`config.mk`:
```
export PLATFORM = sky130hd
export DESIGN_NAME = minhash_scheduler
export DESIGN_NICKNAME = d
export VERILOG_FILES = /design/src/rtl/minhash_pkg.sv /design/src/rtl/minhash_coef_table.sv /design/src/rtl/minhash_scheduler.sv
export SDC_FILE = /design/constraint.sdc
export NUM_CORES = 2
export LEC_CHECK = 0
export ABC_AREA = 1
export CORE_MARGIN = 10
export CORE_UTILIZATION = 66
export DETAILED_ROUTE_END_ITERATION = 8
export PLACE_DENSITY_LB_ADDON = 0.25
export SLEW_MARGIN = 20
export SYNTH_ARGS = -nofsm -noshare
export SYNTH_HDL_FRONTEND = slang
export SYNTH_SLANG_ARGS = --single-unit
export TNS_END_PERCENT = 5
```
`constraint.sdc`:
```
create_clock -name clk -period 11.11 [get_ports clk]
set_input_delay 2.222 -clock clk [delete_from_list [all_inputs] [get_ports clk]]
set_output_delay 2.222 -clock clk [all_outputs]
set_load 0.01 [all_outputs]
```
`src/rtl/minhash_pkg.sv`:
```
`timescale 1ns/1ps
`default_nettype none
// ---------------------------------------------------------------------------
// minhash_pkg : shared sizes and scheduler state encoding for the minhash block
// Revision 1.0
// ---------------------------------------------------------------------------
package minhash_pkg;

   localparam int NUM_HASH = 16;
   localparam int COEF_W   = 32;
   localparam int SIM_W    = 5;
   localparam int IDX_W    = 5;

   typedef enum logic [1:0] {
      ST_IDLE  = 2'd0,
      ST_ISSUE = 2'd1,
      ST_WAIT  = 2'd2,
      ST_DONE  = 2'd3
   } state_t;

endpackage
`default_nettype wire

```
`src/rtl/minhash_coef_table.sv`:
```
`timescale 1ns/1ps
`default_nettype none
// ---------------------------------------------------------------------------
// minhash_coef_table : NUM_HASH x (A,B) coefficient register file, one write
// port, one asynchronous read port. Revision 1.0
// ---------------------------------------------------------------------------
module minhash_coef_table #(
   parameter int NUM_HASH = 16,
   parameter int COEF_W   = 32
) (
   input  logic              clk,
   input  logic              rstN,
   input  logic              wr_en,
   input  logic [4:0]        wr_addr,
   input  logic [COEF_W-1:0] wr_a,
   input  logic [COEF_W-1:0] wr_b,
   input  logic [4:0]        rd_addr,
   output logic [COEF_W-1:0] rd_a,
   output logic [COEF_W-1:0] rd_b
);

   logic [COEF_W-1:0] mem_a [NUM_HASH];
   logic [COEF_W-1:0] mem_b [NUM_HASH];

   // Address decode by comparison: out-of-range writes match no entry.
   always_ff @(posedge clk) begin
      for (int i = 0; i < NUM_HASH; i++) begin
         if (rstN) begin
            mem_a[i] <= '0;
            mem_b[i] <= '0;
         end else if (wr_en && (wr_addr == 5'(i))) begin
            mem_a[i] <= wr_a;
            mem_b[i] <= wr_b;
         end
      end
   end

   always_comb begin
      rd_a = '0;
      rd_b = '0;
      for (int i = 0; i < NUM_HASH; i++) begin
         if (rd_addr == 5'(i)) begin
            rd_a = mem_a[i];
            rd_b = mem_b[i];
         end
      end
   end

endmodule
`default_nettype wire

```
`src/rtl/minhash_scheduler.sv`:
```
`timescale 1ns/1ps
`default_nettype none
// ---------------------------------------------------------------------------
// minhash_scheduler : issues hash-coefficient pairs to the minhash datapath and
// counts matching results into a Jaccard similarity score. Revision 1.0
// ---------------------------------------------------------------------------
module minhash_scheduler #(
   parameter int NUM_HASH = minhash_pkg::NUM_HASH,
   parameter int COEF_W   = minhash_pkg::COEF_W
) (
   input  logic                          clk,
   input  logic                          rstN,
   input  logic                          start,
   input  logic                          coefWrEn,
   input  logic [4:0]                    coefWrAddr,
   input  logic [COEF_W-1:0]             coefWrA,
   input  logic [COEF_W-1:0]             coefWrB,
   output logic [COEF_W-1:0]             randA,
   output logic [COEF_W-1:0]             randB,
   output logic                          hashValid,
   input  logic                          dpReady,
   input  logic                          matchValid,
   input  logic                          matchBit,
   output logic                          busy,
   output logic                          done,
   output logic [minhash_pkg::SIM_W-1:0] jaccardSimilarity
);
   import minhash_pkg::*;

   localparam logic [4:0] LAST_IDX = 5'(NUM_HASH - 1);
   localparam logic [4:0] NUM_U    = 5'(NUM_HASH);

   state_t            state;
   logic [4:0]        issue_idx;
   logic [4:0]        result_cnt;
   logic [SIM_W-1:0]  match_cnt;
   logic [4:0]        rd_addr;
   logic [COEF_W-1:0] rd_a;
   logic [COEF_W-1:0] rd_b;
   logic              issue;
   logic              count_result;
   logic              table_wr;
   logic [SIM_W-1:0]  match_next;

   // The read port looks one entry ahead so the next pair is ready on issue.
   assign rd_addr      = (state == ST_IDLE) ? 5'd0 : issue_idx + 5'd1;
   assign issue        = hashValid && dpReady;
   assign count_result = matchValid && ((state == ST_ISSUE) || (state == ST_WAIT))
                         && (result_cnt < NUM_U);
   assign table_wr     = coefWrEn && (state == ST_IDLE);
   assign match_next   = match_cnt + {{(SIM_W-1){1'b0}}, matchBit};

   minhash_coef_table #(
      .NUM_HASH (NUM_HASH),
      .COEF_W   (COEF_W)
   ) u_table (
      .clk     (clk),
      .rstN    (rstN),
      .wr_en   (table_wr),
      .wr_addr (coefWrAddr),
      .wr_a    (coefWrA),
      .wr_b    (coefWrB),
      .rd_addr (rd_addr),
      .rd_a    (rd_a),
      .rd_b    (rd_b)
   );

   always_ff @(posedge clk) begin
      if (rstN) begin
         state             <= ST_IDLE;
         issue_idx         <= '0;
         result_cnt        <= '0;
         match_cnt         <= '0;
         randA             <= '0;
         randB             <= '0;
         hashValid         <= 1'b0;
         busy              <= 1'b0;
         done              <= 1'b0;
         jaccardSimilarity <= '0;
      end else begin
         case (state)
            ST_IDLE: begin
               if (start) begin
                  state      <= ST_ISSUE;
                  busy       <= 1'b1;
                  hashValid  <= 1'b1;
                  randA      <= rd_a;
                  randB      <= rd_b;
                  issue_idx  <= '0;
                  result_cnt <= '0;
                  match_cnt  <= '0;
               end
            end
            ST_ISSUE, ST_WAIT: begin
               if (issue) begin
                  if (issue_idx == LAST_IDX) begin
                     hashValid <= 1'b0;
                     state     <= ST_WAIT;
                  end else begin
                     issue_idx <= issue_idx + 5'd1;
                     randA     <= rd_a;
                     randB     <= rd_b;
                  end
               end
               // Completion wins over the ISSUE->WAIT move on the same edge.
               if (count_result) begin
                  result_cnt <= result_cnt + 5'd1;
                  match_cnt  <= match_next;
                  if (result_cnt == LAST_IDX) begin
                     state             <= ST_DONE;
                     hashValid         <= 1'b0;
                     done              <= 1'b1;
                     jaccardSimilarity <= match_next;
                  end
               end
            end
            ST_DONE: begin
               state <= ST_IDLE;
               done  <= 1'b0;
               busy  <= 1'b0;
            end
            default: begin
               state <= ST_IDLE;
            end
         endcase
      end
   end

endmodule
`default_nettype wire

```
[Word level (Yosys, flattened, before mapping)]
Memories as Yosys holds them, arrays and structs flattened.
Cells that the tools add are included.
Widths: inputs -> output; s select.
Operators by class
  equality and inequality tests: 40
  bitwise logic cells: 32
  order comparisons: 1
  $add $sub $neg: 3
  multiplexer cells: 147
  reduce and logical (&&, ||, !) cells: 34
Operators with widths (number)
  $mux 32: 70
  $pmux 32 s2: 2
  $eq 5x4->1 const B: 18
  $mux 1: 57
  $eq 5x3->1 const B: 8
  $or 1x1->1: 32
  $mux 5: 6
  $pmux 5 s2: 3
  $eq 5x2->1 const B: 4
  $logic_and 1x1->1: 20
  $add 5x1->5 const B: 2
  $eq 5x1->1 const B: 2
  $logic_not 5->1: 2
  $mux 2: 5
  $ne 2x2->1 const B: 5
  $reduce_and 3->1: 3
  $pmux 1 s2: 3
  $pmux 2 s3: 1
  $reduce_bool 2->1: 3
  $add 5x1->5: 1
  $lt 5x5->1 const B: 1
  $eq 2x2->1 const B: 2
  $reduce_and 2->1: 2
  $reduce_and 4->1: 1
  other kinds (4): 4
Word-level totals
  word-level logic and storage cells: 269
  memory bits (writable): 1024
  output and inout port bits: 72
  bits in registers: 89
  memories kept: 2
  input port bits: 76
Memory list
  u_table.mem_a: depth 16, width 32, read ports 16, clocked after memory_dff 0, write ports 16, RTL line minhash_coef_table.sv:22  | logic [COEF_W-1:0] mem_a [NUM_HASH];
  u_table.mem_b: depth 16, width 32, read ports 16, clocked after memory_dff 0, write ports 16, RTL line minhash_coef_table.sv:23  | logic [COEF_W-1:0] mem_b [NUM_HASH];

[Logic depth before layout (Yosys ltp)]
  depth after elaboration: 22
  gate-level depth with buffers: 21
  mapped depth without buffers: 20

[Cells and area by module]
A second synthesis with hierarchy kept.
Unflattened totals
  cells, all modules: 4955
  area total of the unflattened synthesis: 48706.7 um^2
By module, submodules not included
  minhash_coef_table: times used 1, area an instance 45192.1 um^2, cells each 4478, seq. area each 30749.5 um^2
  minhash_scheduler: times used 1, area an instance 3514.6 um^2, cells each 477, seq. area each 1781.7 um^2

[Worst setup path before layout]
No wires, ideal clock.
  path kind: input-to-reg
  from: in coefWrEn
  to: mem u_table.mem_a[11][0] (enable)
  cell stages on the path: 6
  data required time: 10.536 ns
  library setup time: 0.574 ns
  slack: 3.099 ns
  buffers on the path: 0
  arrival time: 7.436 ns
  cells stage by stage: nand2_1 nor2_1 inv_1 nor3_1 inv_1 o21ai_0
RTL lines
  start: declaration: RTL line minhash_scheduler.sv:14  | input logic coefWrEn,
  end: declaration: RTL line minhash_coef_table.sv:22

==> metrics.txt <==
Worst path depth 8; final hold viol count 0; post-route setup TNS 0 ns; slowest CP cell buf_4; peak supply drop 0.150 mV; Root Driver clkbuf_16; Worst Path Buf+Inv 4; CTS Buf Count 111; fin nets 4739; P&R area growth vs syn 12.5%; Min Hold Slack 0.463 ns; cell seen most often among critical-path stages inv_1; Crit Path Category in2reg; Relative slew margins 18.9%; DRT antenna net count 0; initial antenna violation count 1; R2R cell count 21; total of max-cap violations 0; vias in the first global route 33600; Hold Crit Class reg2reg; Mean Syn Cell Area 10.1 um^2; Worst Max-Slew Pin Slew 1.22 ns; asr flop ratio synth 0%; worst-path cell chain clkdlybuf4s50_1 -> nand2_1 -> nor2_1 -> inv_1 -> nor3_2 -> inv_1 -> o21ai_4 -> buf_4; Distinct cells, synth 33; final cycle utilization of the critical path 47.5%; CTS-repair resized insts 0; Critical Path Max Stage Delay 0.83 ns; gpl congestion 0.827; synth cell count leaders nor2_1 (1450), edfxtp_1 (1024), nand2_1 (887); clock sink total 1113; vias 34500; Worst Path Required 11.39 ns; row cnt 97; maximum clock rate 190 MHz; outcome completed; Worst Path Max Fanout 47; Reg clk slew, reported paths 0.06 ns; Slew Viols, Final 0; Buffers on Ports 147; DP Wirelength 67700 um; RSZ-0062 raised after global routing false; crit start category input pin; Via density 6.06; EDFF count, synth 1024; flops & latches, synth 1113; dpl cells 5482; Worst Skew 0.0255 ns; cell taking the most area after synthesis edfxtp_1; Pwr Total 9.04 mW; Worst Path Arrival 5.55 ns; synthesized area 47100 um^2; CORE AREA 70400 um^2; number of diodes 0; Chip Width 287 um; Skew-Pair Late Insertion Delay 0.67 ns; first-pass GRT wire length 197000 um; Period minus WS final 5.28 ns; Synth Instances 4641; syn nets 4725; CTS Hold Buffers Added 0; CTS tree built; clock buffer depth 3; DIE HEIGHT 287 um; grt ovf 0; drt wl/cell 23.2 um; TritonRoute pass-1 iters 6; register area share after synthesis 69.1%; Yosys top cell area share 65.3%; Ys Warns 0; synth top area cells edfxtp_1 (65%), nor2_1 (12%), nand2_1 (7.1%); largest net degree at the start of global routing 77; remaining routing DRC violations 0; CP delay by family, top buffers and inverters; drt total wl 132000 um; initial core utilization 66.9%; Setup Fix Bufs, Post-CTS 0; Initial DRC Count 4909; IO Pins 148; share of cells above drive strength 1 6.21%; post-route insts no fill 5687; Pleak 20.5 nW; endpoints failing setup 0; Synth Flop Type edfxtp_1; pwr/cell area 171 nW/um^2; Worst setup EP type flip-flop; die area 82400 um^2; Total GRT Usage 31.5%; top-count cell post-synth nor2_1; H-Tree Level Count 3; hold depth 2
layout by cell type (no fill, tap or decap), types with 5 or more instances in the layout:
master / n
nand3_4: 18
o21ai_0: 21
a21oi_1: 199
o21ai_1: 7
clkbuf_1: 25
inv_2: 16
nor2_4: 13
clkdlybuf4s50_1: 146
clkbuf_16: 113
nor3_1: 7
nand3_1: 94
bufinv_16: 10
clkinv_1: 27
or2_2: 13
clkinv_2: 15
nand2_1: 887
dfxtp_1: 89
nor2_1: 1448
nand4_1: 176
inv_1: 272
clkbuf_8: 8
or2_0: 11
o21ai_4: 17
edfxtp_1: 1024
inv_6: 5
buf_4: 52
ha_1: 8
state kept, by name, indices dropped and copies added (netlist names):
register           flops
randA                 32
result_cnt             5
busy                   1
state                  2
done                   1
u_table.mem_a        512
randB                 32
match_cnt              5
jaccardSimilarity      5
u_table.mem_b        512
hashValid              1
issue_idx              5
layout make-up:
type                       count  area (um^2)
multi-input combinational   2939        12700
sequential                  1113        32500
timing repair buffer         200         1890
fill                        4502        17500
clock inverter                59          546
inverter                     290         1090
clock buffer                 146         3030
tap                          940         1180
per-stage QoR:
stage                     setup WS, ns  cell area (um^2)  utilization, %
after floorplan                   3.10             47100               -
after global routing              5.71             52900            75.2
final                             5.83             52900            75.2
after CTS                         5.90             52900            75.2
after detailed placement          5.22             49300            70.1
after global placement            4.82             49300            70.1
cells by family after synthesis:
logic type      count (synthesis)  synth area share, %
buf+inv                       589                 4.89
xor+xnor                        4               0.0744
simple gates                 2680                 23.1
fa+ha+maj                       8                0.213
flops                        1113                 69.1
compound gates                247                 2.65
routing by layer:
layer / part of all wire [%] / routed length (um) / vias to the layer above / global-route usage (%)
li1: - / - / 15300 / -
met1: 34 / 44800 / 16200 / 38.6
met2: 48 / 63700 / 2452 / 53.0
met3: 13 / 16800 / 502 / 6.20
met4: 5.1 / 6680 / 2 / 15.5
met5: 0.014 / 19 / - / 0
final timing paths:
check                                            end    startpoint  slack, ns
worst max-delay path            u_table.mem_b[7][12]      coefWrEn       5.83
worst min-delay path                       randB[14]     randB[14]       0.46
worst max register to register              randB[9]  issue_idx[0]       6.81
worst min register to register             randB[14]     randB[14]       0.46
worst register-to-register path, stage by stage (launching register included):
cell and delay (ns):
dfxtp_1 0.38, ha_1 0.24, nand2_1 0.15, nor2_1 0.06, ha_1 0.32, nand3_1 0.11, nor2_1 0.27, inv_2 0.17
nor2_4 0.48, buf_4 0.63, inv_2 0.37, nor2_1 0.19, nor2_1 0.09, nand4_1 0.07, nand2_1 0.06, nand3_1 0.12
nand2_1 0.09, nand4_1 0.11, nand2_1 0.07, nand2_1 0.06, nand2_1 0.09, a21oi_1 0.12
power breakdown:
part           switching, mW  leakage (nW)  internal (mW)  total [mW]
Sequential            0.0507          11.4           4.72        4.77
Clock                   1.56          1.75           2.14        3.70
Combinational          0.421          7.41          0.150       0.571
No activity file was read; power rests on OpenSTA's default activity.
==> patch: new RTL, same flow settings <==
The package constant `SIM_W` goes from 5 to 4.
--- a/src/rtl/minhash_pkg.sv
+++ b/src/rtl/minhash_pkg.sv
@@ -8,7 +8,7 @@
 
    localparam int NUM_HASH = 16;
    localparam int COEF_W   = 32;
-   localparam int SIM_W    = 5;
+   localparam int SIM_W    = 4;
    localparam int IDX_W    = 5;
 
    typedef enum logic [1:0] {
Ports: changed (resized jaccardSimilarity); port bits go from 148 to 147. No check against the original RTL was run, so the function may have changed too.
==> patch against the unedited design <==
Final area decreased by 0.87%. Clock skew decreased by 0.0046 ns. Largest power group unchanged. Setup slack improved by 0.49 ns. Sequential share of layout area increased by 0.47 points. Clock power decreased by 5%. Largest cell class unchanged. Synthesized area decreased by 0.43%. Sequential cell count decreased by 2. Final cell count decreased by 1.1%. Routed wire length increased by 1.8%. Power decreased by 2.2%. Count of clock-buffer cells in the layout increased by 14.
==> patch: results (changes against the unedited design) <==
| Metric | Value |
|---|---|
| Status | finished, final reports clean (unchanged) |
| Non-Filler Instances | 5623 (was 5687) |
| Initial antenna violation count | 2 (was 1) |
| Fin crit period | 4.78 ns (was 5.28 ns) |
| Relative slew slack | 18.5% (was 18.9%) |
| PortBufs | 146 (was 147) |
| First-pass GRT wire length | 200 mm (was 197 mm) |
| Detailed Place HPWL | 70.0 mm (was 67.7 mm) |
| Clock latency on the worst-skew pair | 0.69 ns (was 0.67 ns) |
| Synth cell count leaders | nor2_1 (1404), edfxtp_1 (1024), nand2_1 (907) (was nor2_1 (1450), edfxtp_1 (1024), nand2_1 (887)) |
| Worst setup endpoint | u_table.mem_a[4][4]$_SDFFCE_PN0P_ (was u_table.mem_b[7][12]$_SDFFCE_PN0P_) |
| CP arrival | 5.08 ns (was 5.55 ns) |
| Filler Cells Inserted | 4495 (was 4502) |
| Leakage | 0.0202 uW (was 0.0205 uW) |
| CTS Buf Count | 108 (was 111) |
| Placed Instances | 5420 (was 5482) |
| Net count, final | 4675 (was 4739) |
| Clock skew | 0.0209 ns (was 0.0255 ns) |
| Hold Crit Endpoint | randA[27]$_SDFFE_PP0P_ (was randB[14]$_SDFFE_PP0P_) |
| Register area | 0.0325 mm^2 (about the same) |
| Synth unique cells | 30 (was 33) |
| Drt wl/cell | 23.9 um (was 23.2 um) |
| Largest net degree at the start of global routing | 72 (was 77) |
| Critical Path Source | coefWrAddr[2] (was coefWrEn) |
| FF-to-FF setup slack | 6.51 ns (was 6.81 ns) |
| Layout cell share with drive strength beyond 1 | 6.58% (was 6.21%) |
| Delay-heaviest family, CP | simple AND/OR/NAND/NOR gates (was buffers and inverters) |
| All-layer global routing usage | 32.1% (was 31.5%) |
| Vias in the first global route | 33888 (was 33638) |
| First-pass DRT Iterations | 7 (was 6) |
[patch: logic make-up (layout without fill, tap and decap cells)]
logic type	after synthesis	in the layout	share of synthesized area (%)
AND/OR/NAND/NOR	2692	2692	23.4
flip-flops	1111	1111	69.3
buffers and inverters	541	633	4.45
AO/OA/AOI/OAI	235	235	2.53
adder cells (fa/ha/maj)	8	8	0.214
XOR/XNOR	3	3	0.0561
other	0	1	0
[patch: cell type report]
class,instances,area share [%]
Multi-Input combinational cell,2938,24.2
Antenna cell,1,0.00477
Tap cell,940,2.24
Clock inverter,41,0.520
Timing Repair Buffer,195,3.51
Inverter,237,1.70
Sequential cell,1111,61.9
Clock buffer,160,5.85
[patch: layer usage]
layer  track usage, %  up-vias  wire length, um
met1             41.6    16590            46300
met4             13.0        4             5410
li1                 -    15183                -
met2             52.1     2716            63300
met5                0        -               27
met3             7.37      467            19300
[patch: report_power, final]
part | switching, uW | total [uW] | internal, uW
registers | 56.3 | 4770 | 4720
clock network | 1560 | 3510 | 1950
logic | 422 | 568 | 146
